## config.mk

```make
export PLATFORM = sky130hd
export DESIGN_NAME = adc_capture_sched
export DESIGN_NICKNAME = d
export VERILOG_FILES = /design/src/rtl/adc_capture_sched.sv
export SDC_FILE = /design/constraint.sdc
export NUM_CORES = 1
export LEC_CHECK = 0
export BUFFER_PORTS_ARGS = -buffer_cell sky130_fd_sc_hd__buf_2
export CORE_MARGIN = 2
export CORE_UTILIZATION = 34
export DETAILED_ROUTE_END_ITERATION = 8
export GPL_TIMING_DRIVEN = 0
export SYNTH_ARGS = -nofsm -noshare
export SYNTH_HDL_FRONTEND = slang
export SYNTH_SLANG_ARGS = --single-unit
```

## constraint.sdc

```tcl
create_clock -name ps_clk -period 7.45 [get_ports ps_clk]
set_input_delay 0.745 -clock ps_clk [delete_from_list [all_inputs] [get_ports ps_clk]]
set_output_delay 0.745 -clock ps_clk [all_outputs]
set_load 0.03 [all_outputs]
```

## src/rtl/adc_capture_sched.sv

```systemverilog
// ADC capture sequencer: splits one capture request into AXI DataMover S2MM
// commands, checks their in-order statuses and reports progress and result.
module adc_capture_sched #(
    parameter int unsigned CHUNK_BYTES     = 4096,
    parameter int unsigned MAX_OUTSTANDING = 4
) (
    input  logic        ps_clk,
    input  logic        ps_rst,
    input  logic        write_start,
    input  logic        write_reset,
    input  logic [31:0] start_address,
    input  logic [31:0] cap_size,
    output logic        m_axis_cmd_tvalid,
    input  logic        m_axis_cmd_tready,
    output logic [71:0] m_axis_cmd_tdata,
    input  logic        s_axis_sts_tvalid,
    output logic        s_axis_sts_tready,
    input  logic [7:0]  s_axis_sts_tdata,
    output logic        busy,
    output logic        cap_done,
    output logic        wr_mm2s_err,
    output logic [31:0] current_addr,
    output logic [31:0] run_cycles,
    output logic [7:0]  datamover_status
);

    typedef enum logic [2:0] {
        ST_IDLE  = 3'd0,
        ST_ISSUE = 3'd1,
        ST_WAIT  = 3'd2,
        ST_DONE  = 3'd3,
        ST_ERR   = 3'd4
    } state_t;

    localparam logic [31:0] CHUNK_W   = 32'(CHUNK_BYTES);
    localparam logic [22:0] CHUNK_BTT = 23'(CHUNK_BYTES);
    localparam logic [3:0]  MAX_OUT_W = 4'(MAX_OUTSTANDING);

    // Command word: type=1 (INCR) and EOF=1 are fixed, reserved fields zero.
    function automatic logic [71:0] pack_cmd(input logic [22:0] btt,
                                             input logic [31:0] saddr,
                                             input logic [3:0]  tag);
        pack_cmd = {4'd0, tag, saddr, 1'b0, 1'b1, 6'd0, 1'b1, btt};
    endfunction

    function automatic logic sts_is_err(input logic [7:0] sts,
                                        input logic [3:0] exp_tag);
        sts_is_err = (~sts[7]) | (|sts[6:4]) | (sts[3:0] != exp_tag);
    endfunction

    state_t      state_r, state_nxt_s;
    logic        start_sync_r, start_prev_r;
    logic [31:0] rem_r, rem_nxt_s;
    logic [31:0] addr_r, addr_nxt_s;
    logic [3:0]  tag_r, tag_nxt_s;
    logic [3:0]  exp_tag_r, exp_tag_nxt_s;
    logic [3:0]  out_r, out_nxt_s;
    logic        err_r, err_nxt_s;
    logic [7:0]  dm_status_r, dm_status_nxt_s;
    logic        cmd_valid_r, cmd_valid_nxt_s;
    logic [71:0] cmd_data_r, cmd_data_nxt_s;
    logic        sts_ready_r;
    logic        busy_r, cap_done_r, mm2s_err_r;
    logic [31:0] run_cycles_r;

    logic        start_edge_s, idle_like_s, start_ok_s;
    logic        cmd_fire_s, sts_take_s, sts_dec_s, busy_st_s;
    logic [22:0] btt_s, btt_nxt_s;

    assign start_edge_s = start_sync_r & ~start_prev_r;
    assign idle_like_s  = (state_r == ST_IDLE) || (state_r == ST_DONE) || (state_r == ST_ERR);
    assign start_ok_s   = start_edge_s & idle_like_s & ~write_reset;
    assign cmd_fire_s   = cmd_valid_r & m_axis_cmd_tready;
    assign sts_take_s   = s_axis_sts_tvalid & sts_ready_r & (state_r != ST_IDLE);
    assign sts_dec_s    = sts_take_s & (out_r != 4'd0);
    assign busy_st_s    = (state_r == ST_ISSUE) || (state_r == ST_WAIT);
    assign btt_s        = (rem_r > CHUNK_W) ? CHUNK_BTT : rem_r[22:0];
    assign btt_nxt_s    = (rem_nxt_s > CHUNK_W) ? CHUNK_BTT : rem_nxt_s[22:0];

    // Next-state, datapath and status bookkeeping.
    always_comb begin
        state_nxt_s     = state_r;
        rem_nxt_s       = rem_r;
        addr_nxt_s      = addr_r;
        tag_nxt_s       = tag_r;
        exp_tag_nxt_s   = exp_tag_r;
        out_nxt_s       = out_r;
        err_nxt_s       = err_r;
        dm_status_nxt_s = dm_status_r;
        if (write_reset) begin
            state_nxt_s     = ST_IDLE;
            rem_nxt_s       = 32'd0;
            addr_nxt_s      = 32'd0;
            tag_nxt_s       = 4'd0;
            exp_tag_nxt_s   = 4'd0;
            out_nxt_s       = 4'd0;
            err_nxt_s       = 1'b0;
            dm_status_nxt_s = 8'd0;
        end else if (start_ok_s) begin
            rem_nxt_s     = cap_size & ~32'hF;
            addr_nxt_s    = start_address;
            tag_nxt_s     = 4'd0;
            exp_tag_nxt_s = 4'd0;
            out_nxt_s     = 4'd0;
            err_nxt_s     = 1'b0;
            if (cap_size[31:4] == 28'd0) begin
                state_nxt_s = ST_DONE;
            end else begin
                state_nxt_s = ST_ISSUE;
            end
        end else begin
            if (cmd_fire_s) begin
                addr_nxt_s = addr_r + {9'd0, btt_s};
                rem_nxt_s  = rem_r - {9'd0, btt_s};
                tag_nxt_s  = tag_r + 4'd1;
            end else begin
                addr_nxt_s = addr_r;
            end
            out_nxt_s = out_r + {3'd0, cmd_fire_s} - {3'd0, sts_dec_s};
            if (sts_take_s) begin
                dm_status_nxt_s = s_axis_sts_tdata;
                exp_tag_nxt_s   = exp_tag_r + 4'd1;
                if (busy_st_s && sts_is_err(s_axis_sts_tdata, exp_tag_r)) begin
                    err_nxt_s = 1'b1;
                end else begin
                    err_nxt_s = err_r;
                end
            end else begin
                dm_status_nxt_s = dm_status_r;
            end
            // Draining the last outstanding status finishes the capture on the next cycle.
            case (state_r)
                ST_ISSUE: begin
                    if ((rem_nxt_s == 32'd0) || err_nxt_s) begin
                        if (out_nxt_s == 4'd0) begin
                            state_nxt_s = err_nxt_s ? ST_ERR : ST_DONE;
                        end else begin
                            state_nxt_s = ST_WAIT;
                        end
                    end else begin
                        state_nxt_s = ST_ISSUE;
                    end
                end
                ST_WAIT: begin
                    if (out_nxt_s == 4'd0) begin
                        state_nxt_s = err_nxt_s ? ST_ERR : ST_DONE;
                    end else begin
                        state_nxt_s = ST_WAIT;
                    end
                end
                default: state_nxt_s = state_r;
            endcase
        end
        cmd_valid_nxt_s = (state_nxt_s == ST_ISSUE) && (rem_nxt_s != 32'd0) &&
                          (out_nxt_s < MAX_OUT_W) && !err_nxt_s;
        if (cmd_valid_nxt_s) begin
            cmd_data_nxt_s = pack_cmd(btt_nxt_s, addr_nxt_s, tag_nxt_s);
        end else begin
            cmd_data_nxt_s = 72'd0;
        end
    end

    // Sequencer state and capture datapath registers.
    always_ff @(posedge ps_clk or posedge ps_rst) begin
        if (ps_rst) begin
            state_r      <= ST_IDLE;
            start_sync_r <= 1'b0;
            start_prev_r <= 1'b0;
            rem_r        <= 32'd0;
            addr_r       <= 32'd0;
            tag_r        <= 4'd0;
            exp_tag_r    <= 4'd0;
            out_r        <= 4'd0;
            err_r        <= 1'b0;
            dm_status_r  <= 8'd0;
        end else begin
            state_r      <= state_nxt_s;
            start_sync_r <= write_start;
            start_prev_r <= start_sync_r;
            rem_r        <= rem_nxt_s;
            addr_r       <= addr_nxt_s;
            tag_r        <= tag_nxt_s;
            exp_tag_r    <= exp_tag_nxt_s;
            out_r        <= out_nxt_s;
            err_r        <= err_nxt_s;
            dm_status_r  <= dm_status_nxt_s;
        end
    end

    // Registered interface and status outputs.
    always_ff @(posedge ps_clk or posedge ps_rst) begin
        if (ps_rst) begin
            cmd_valid_r  <= 1'b0;
            cmd_data_r   <= 72'd0;
            sts_ready_r  <= 1'b0;
            busy_r       <= 1'b0;
            cap_done_r   <= 1'b0;
            mm2s_err_r   <= 1'b0;
            run_cycles_r <= 32'd0;
        end else begin
            cmd_valid_r  <= cmd_valid_nxt_s;
            cmd_data_r   <= cmd_data_nxt_s;
            sts_ready_r  <= 1'b1;
            busy_r       <= (state_nxt_s == ST_ISSUE) || (state_nxt_s == ST_WAIT);
            cap_done_r   <= (state_nxt_s == ST_DONE);
            mm2s_err_r   <= (state_nxt_s == ST_ERR);
            if (write_reset || start_ok_s) begin
                run_cycles_r <= 32'd0;
            end else if (busy_r && (run_cycles_r != 32'hFFFF_FFFF)) begin
                run_cycles_r <= run_cycles_r + 32'd1;
            end else begin
                run_cycles_r <= run_cycles_r;
            end
        end
    end

    assign m_axis_cmd_tvalid = cmd_valid_r;
    assign m_axis_cmd_tdata  = cmd_data_r;
    assign s_axis_sts_tready = sts_ready_r;
    assign busy              = busy_r;
    assign cap_done          = cap_done_r;
    assign wr_mm2s_err       = mm2s_err_r;
    assign current_addr      = addr_r;
    assign run_cycles        = run_cycles_r;
    assign datamover_status  = dm_status_r;

endmodule

```

# Word-level counts from Yosys, hierarchy flattened
# Cells that the tools add are included.
# word_totals
regBits,199
latchBits,0
ramBits,0
mem_bits_ro,0
input_bits,78
output_inout_bits,149
elab_cells,111
n_memories,0
# op_classes
addsub,7
n_mul,0
div_mod_pow,0
order_cmp,3
eq_ne,11
shifts,0
muxes,37
bitwise_logic,12
n_reduce_logical,24
# ops
operator,n
$mux 32,10
$mux 68,1
$gt 32x13->1 const B,2
$mux 23,2
$add 32x1->32 const B,1
$add 32x23->32,1
$logic_not 32->1,1
$mux 4,8
$ne 32x32->1 const B,1
$reduce_bool 32->1,1
$sub 32x23->32,1
$logic_not 28->1,1
$mux 8,3
$mux 3,5
$eq 3x2->1 const B,4
$add 4x1->4 const B,2
$and 1x1->1,7
$eq 3x1->1 const B,2
$eq 3x3->1 const B,2
$logic_or 1x1->1,6
$mux 1,6
$pmux 3 s2,1
$reduce_bool 3->1,2
$logic_and 1x1->1,5
other kinds (15),19

# Longest topological paths before layout
# logic_depth
word_depth,19
mapped_depth,20
ltp_nobuf,16

# Least setup slack after synthesis
# No wires, ideal clock.
# synth_timing
path_kind,register to register
startpoint,register rem_r[18]
endpoint,"register cmd_data_r[62], in the netlist m_axis_cmd_tdata[62]"
setup_ps,73
arrival_ps,4568
setup_slack_ps,2809
path_stages_with_launch,20
period_less_slack_ps,4641
path_cell_list,dfrtp_1 or4_1 buf_2 or3_1 a211oi_1 clkbuf_1 and2_1 ha_1 fa_1 a21o_1 a21oi_1 o21a_1 o211a_1 o311ai_0 a21o_1 a21o_1 clkbuf_1 nor3_1 a2111oi_0 nor2b_1
# synth_lines
item,line,source
start: declaration,53,"logic [31:0] rem_r, rem_nxt_s;"
start signal: assignment,180,rem_r <= rem_nxt_s;
$gt 32x13->1,77,assign btt_s = (rem_r > CHUNK_W) ? CHUNK_BTT : rem_r[22:0];
$mux 23 *,77,
$add 32x23->32 *,113,"addr_nxt_s = addr_r + {9'd0, btt_s};"
$mux 32 *,112,if (cmd_fire_s) begin
$mux 32 *,99,end else if (start_ok_s) begin
$mux 32 *,90,if (write_reset) begin
net addr_nxt_s[30],54,"logic [31:0] addr_r, addr_nxt_s;"
$mux 68 *,156,if (cmd_valid_nxt_s) begin
net cmd_data_nxt_s[62],61,"logic [71:0] cmd_data_r, cmd_data_nxt_s;"
end signal: assignment,202,cmd_data_r <= cmd_data_nxt_s;
end: declaration,61,
# Mark *: on every way through the listed nets, which the timed path passes. The rest lies on a longest branch. The select of a mux whose other input is x is not followed.
# A chain may end at the register's enable or synchronous reset.

# Final worst setup path
# layout_timing
startpoint,register rem_r[3]
endpoint,"register cmd_data_r[62], in the netlist m_axis_cmd_tdata[62]"
# The elaborated chain is that of the path after synthesis.

==> summary.txt <==
Critical path
  – Crit Reg-Reg Endpoint: m_axis_cmd_tdata[62]
  – Critical path class: flip-flop to flip-flop
  – Worst r2r path cells: 18
  – CP max FO: 10
  – Reg2reg start: rem_r[3]
  – Setup crit start kind: flip-flop
  – CP endpoint kind: flip-flop
  – Worst Path Required: 7.82 ns
  – CP arrival: 6.61 ns
  – CP Capture Point: m_axis_cmd_tdata[62]
  – FF-to-FF setup slack: 1.21 ns
  – Worst setup path startpoint: rem_r[3]

Timing
  – Worst Skew: 0.0182 ns
  – Final setup viols: 0
  – Sum Neg Setup Slack: 0 ns
  – Max Clock Freq: 0.160 GHz
  – Period utilisation layout: 0.837
  – RSZ-0062 raised after global routing: false
  – Slew of the pin with the lowest slew margin: 0.903 ns
  – Final hold violation count: 0
  – Max_slew headroom: 0.393
  – Final count of pins violating max slew: 0
  – Crit path time final: 6.24 ns

Yosys
  – Sequential share of the synthesized area: 0.455
  – Syn_area_per_cell: 9.18 sq um
  – Syn Std Cell Area: 10200 sq um
  – Post-synth EDFFs: 0
  – Top_reg_cell synth: dfrtp_1
  – Synth area leader: dfrtp_1
  – Area contributors post-synth: dfrtp_1 45%, nor2_1 6.0%, xor2_1 4.0%, ha_1 3.9%, nand2_1 3.2%
  – Asr flop ratio synth: 1.00
  – Synth warn: 0
  – Yosys reg bits: 186
  – Post-synth cell types: 76
  – Post-synth top area share: 0.455
  – Post-Synthesis Cells: 1114

Power and ir drop
  – Gate power share: 0.374
  – PD cells: 272 nW/um^2
  – Sw frac: 0.414
  – Worst vdd ir: 0.128 mV
  – Internal cell power: 1.99 mW
  – LEAKAGE: 5.99 nW
  – Clock group share of total power: 0.269
  – Sw Pwr: 1.41 mW
  – Seq pwr share: 0.357

CTS
  – Post-CTS Setup Bufs: 0
  – Post-CTS sizing: 0
  – Clock-pin slew of the registers on the worst-case setup and hold paths: 0.07 ns
  – CTS Root Buffer Type: clkbuf_16
  – CTS Sinks: 186
  – TritonCTS clock tree: yes
  – H-tree Lvls: 4
  – Clk_lat worst skew: 0.45 ns
  – CTS Buf Count: 17
  – Longest Clk Path Bufs: 2
  – Cts-stage hold buffer count: 0

Global route
  – GRT overflow: 0
  – Global-route wire length before repair: 51.8 mm
  – Largest net degree at the start of global routing: 102
  – Antenna violations before repair: 0
  – Overall routing resource usage: 0.215
  – Vias in the first global route: 9040

Route
  – DRC viols: 0
  – WL final: 33.7 mm
  – Number of nets with antenna violations after routing: 0
  – Iter 0 DRT Violations: 626
  – Wirelength per Cell: 19.0 um
  – Vias: 9353
  – Average vias per placed instance: 5.26
  – 1st-pass router iterations: 5

Floorplan
  – # IOs: 227
  – Area of the die: 31500 sq um
  – Core Footprint: 29600 sq um
  – Std cell rows: 63
  – Die height: 177 um
  – Die W: 177 um
  – Initial core utilization: 0.345

Placement
  – IO Port Bufs: 210
  – Gp weighted congestion: 0.942
  – Cells after DPL: 1746
  – Dpl hpwl: 25.5 mm
  – Post-placement cell area: 11900 sq um

Layout
  – FILL cells: 3027
  – Final Cell Area: 12500 sq um
  – Final nets: 1487
  – Antenna Cells: 0
  – Finished Layout Cells: 1778
  – Syn-to-layout area delta: 22.1%
  – Layout cells sized above 1: 0.207

Job
  – Max Cap Violations: 0

Hold path
  – Hold Crit Class: primary input to asynchronous set/reset pin

Status
  – Status: complete, no violations
==> cell usage in the layout (no fill, tap or decap), types with 28 or more instances in the layout <==
cell and instances:
o21ai_0 41, xor2_1 47, ha_1 32, nand2_1 88, a21oi_1 57, dfrtp_1 186, buf_2 213, nor2_1 164
clkbuf_1 38, nor3_1 60, xnor2_1 31, a211oi_1 31, inv_1 28, conb_1 33
==> routing by layer <==
metal  global-route usage  wire, um  vias up
li1                     -         -     4474
met1                0.305     15700     4503
met2                0.334     15100      336
met3               0.0351      2170       40
met4               0.0673       798        0
met5                    0         0        -
==> worst min-delay path by stage <==
stage / to / depth (start not counted)
after floorplan: start_prev_r / 0
after global placement: start_prev_r / 0
after detailed placement: start_prev_r / 0
after CTS: start_sync_r / 1
after global routing: start_sync_r / 1
final: run_cycles[10] / 2
==> cells by family after synthesis <==
kind of cell    Yosys count  share of synthesized area
buf+inv                  94                     0.0415
simple gates            487                      0.234
mux                       4                    0.00404
other cells               2                   0.000734
compound gates          229                      0.155
fa+ha+maj                34                     0.0430
flops                   186                      0.455
xor+xnor                 78                     0.0668
==> synth_stat cells (4+ instances only) <==
cell       count
o21bai_1       4
or4_1          4
nand2b_1       7
inv_1         29
nand4_1       20
xnor2_1       31
nor2b_1       21
and3_1        15
buf_4         16
o211ai_1      11
nand2_1       88
ha_1          32
o21ai_0       41
nor3_1        60
xor2_1        47
o2111ai_1      7
a31o_2         4
and3b_1        4
and2_1        16
a21oi_1       57
a21o_1         8
nor2_1       164
or3_1         13
a2111oi_0      6
a311oi_1       5
a31oi_1        6
nand3_1       23
o311ai_0       5
nor4_1        21
nand3b_1       4
o311a_1        5
buf_1          8
dfrtp_1      186
a211oi_1      31
clkbuf_1      37
o21a_1         6
or2_2          7
==> through the flow <==
| stage | power, mW | worst slack (ns) | util | hold slack, ns |
|---|---|---|---|---|
| 2_1_floorplan | 2.07 | 1.65 | - | 0.355 |
| 3_3_place_gp | 2.47 | -0.635 | 0.401 | 0.392 |
| 3_5_place_dp | 2.48 | 1.34 | 0.402 | 0.380 |
| 4_1_cts | 3.40 | 1.24 | 0.422 | 0.393 |
| 5_1_grt | 3.58 | 0.786 | 0.422 | 0.391 |
| 6_report | 3.40 | 1.21 | 0.422 | 0.377 |
==> state kept, by name, summed over array words and instances (netlist names) <==
register,count
m_axis_cmd_tdata,60
current_addr,32
rem_r,32
run_cycles,32
datamover_status,8
exp_tag_r,4
out_r,4
tag_r,4
state_r,3
busy,1
cap_done,1
err_r,1
s_axis_sts_tready,1
start_prev_r,1
start_sync_r,1
wr_mm2s_err,1
==> critical path: stages, from the launching register on <==
cell,delay (ns)
dfrtp_1,0.42
nor4_1,0.79
nand4_1,0.56
a211oi_1,0.72
clkbuf_1,0.31
and2_1,0.18
ha_1,0.17
fa_1,0.25
a21o_1,0.14
a21oi_1,0.12
o21a_1,0.22
o211a_1,0.26
o311ai_0,0.59
a21o_1,0.22
a21o_1,0.11
clkbuf_1,0.33
nor3_1,0.10
a2111oi_0,0.49
nor2b_1,0.19
==> layout make-up <==
cell class | count | area (sq um) | area share
clock buffers | 19 | 443 | 0.0354
repair buffers | 211 | 1080 | 0.0863
inverters | 29 | 116 | 0.00931
flip-flops and latches | 186 | 4650 | 0.372
multi-input cells | 865 | 5270 | 0.422
plain buffers | 65 | 315 | 0.0252
clock inverters | 13 | 133 | 0.0106
well taps | 390 | 488 | 0.0390
==> power groups by stage <==
stage | combinational [mW] | sequential (mW) | clock [mW]
2_1_floorplan | 0.746 | 1.33 | 0
3_3_place_gp | 1.24 | 1.23 | 0
3_5_place_dp | 1.25 | 1.23 | 0
4_1_cts | 1.26 | 1.21 | 0.936
5_1_grt | 1.38 | 1.23 | 0.978
6_report | 1.27 | 1.21 | 0.916
(Power assumes the default switching activity.)
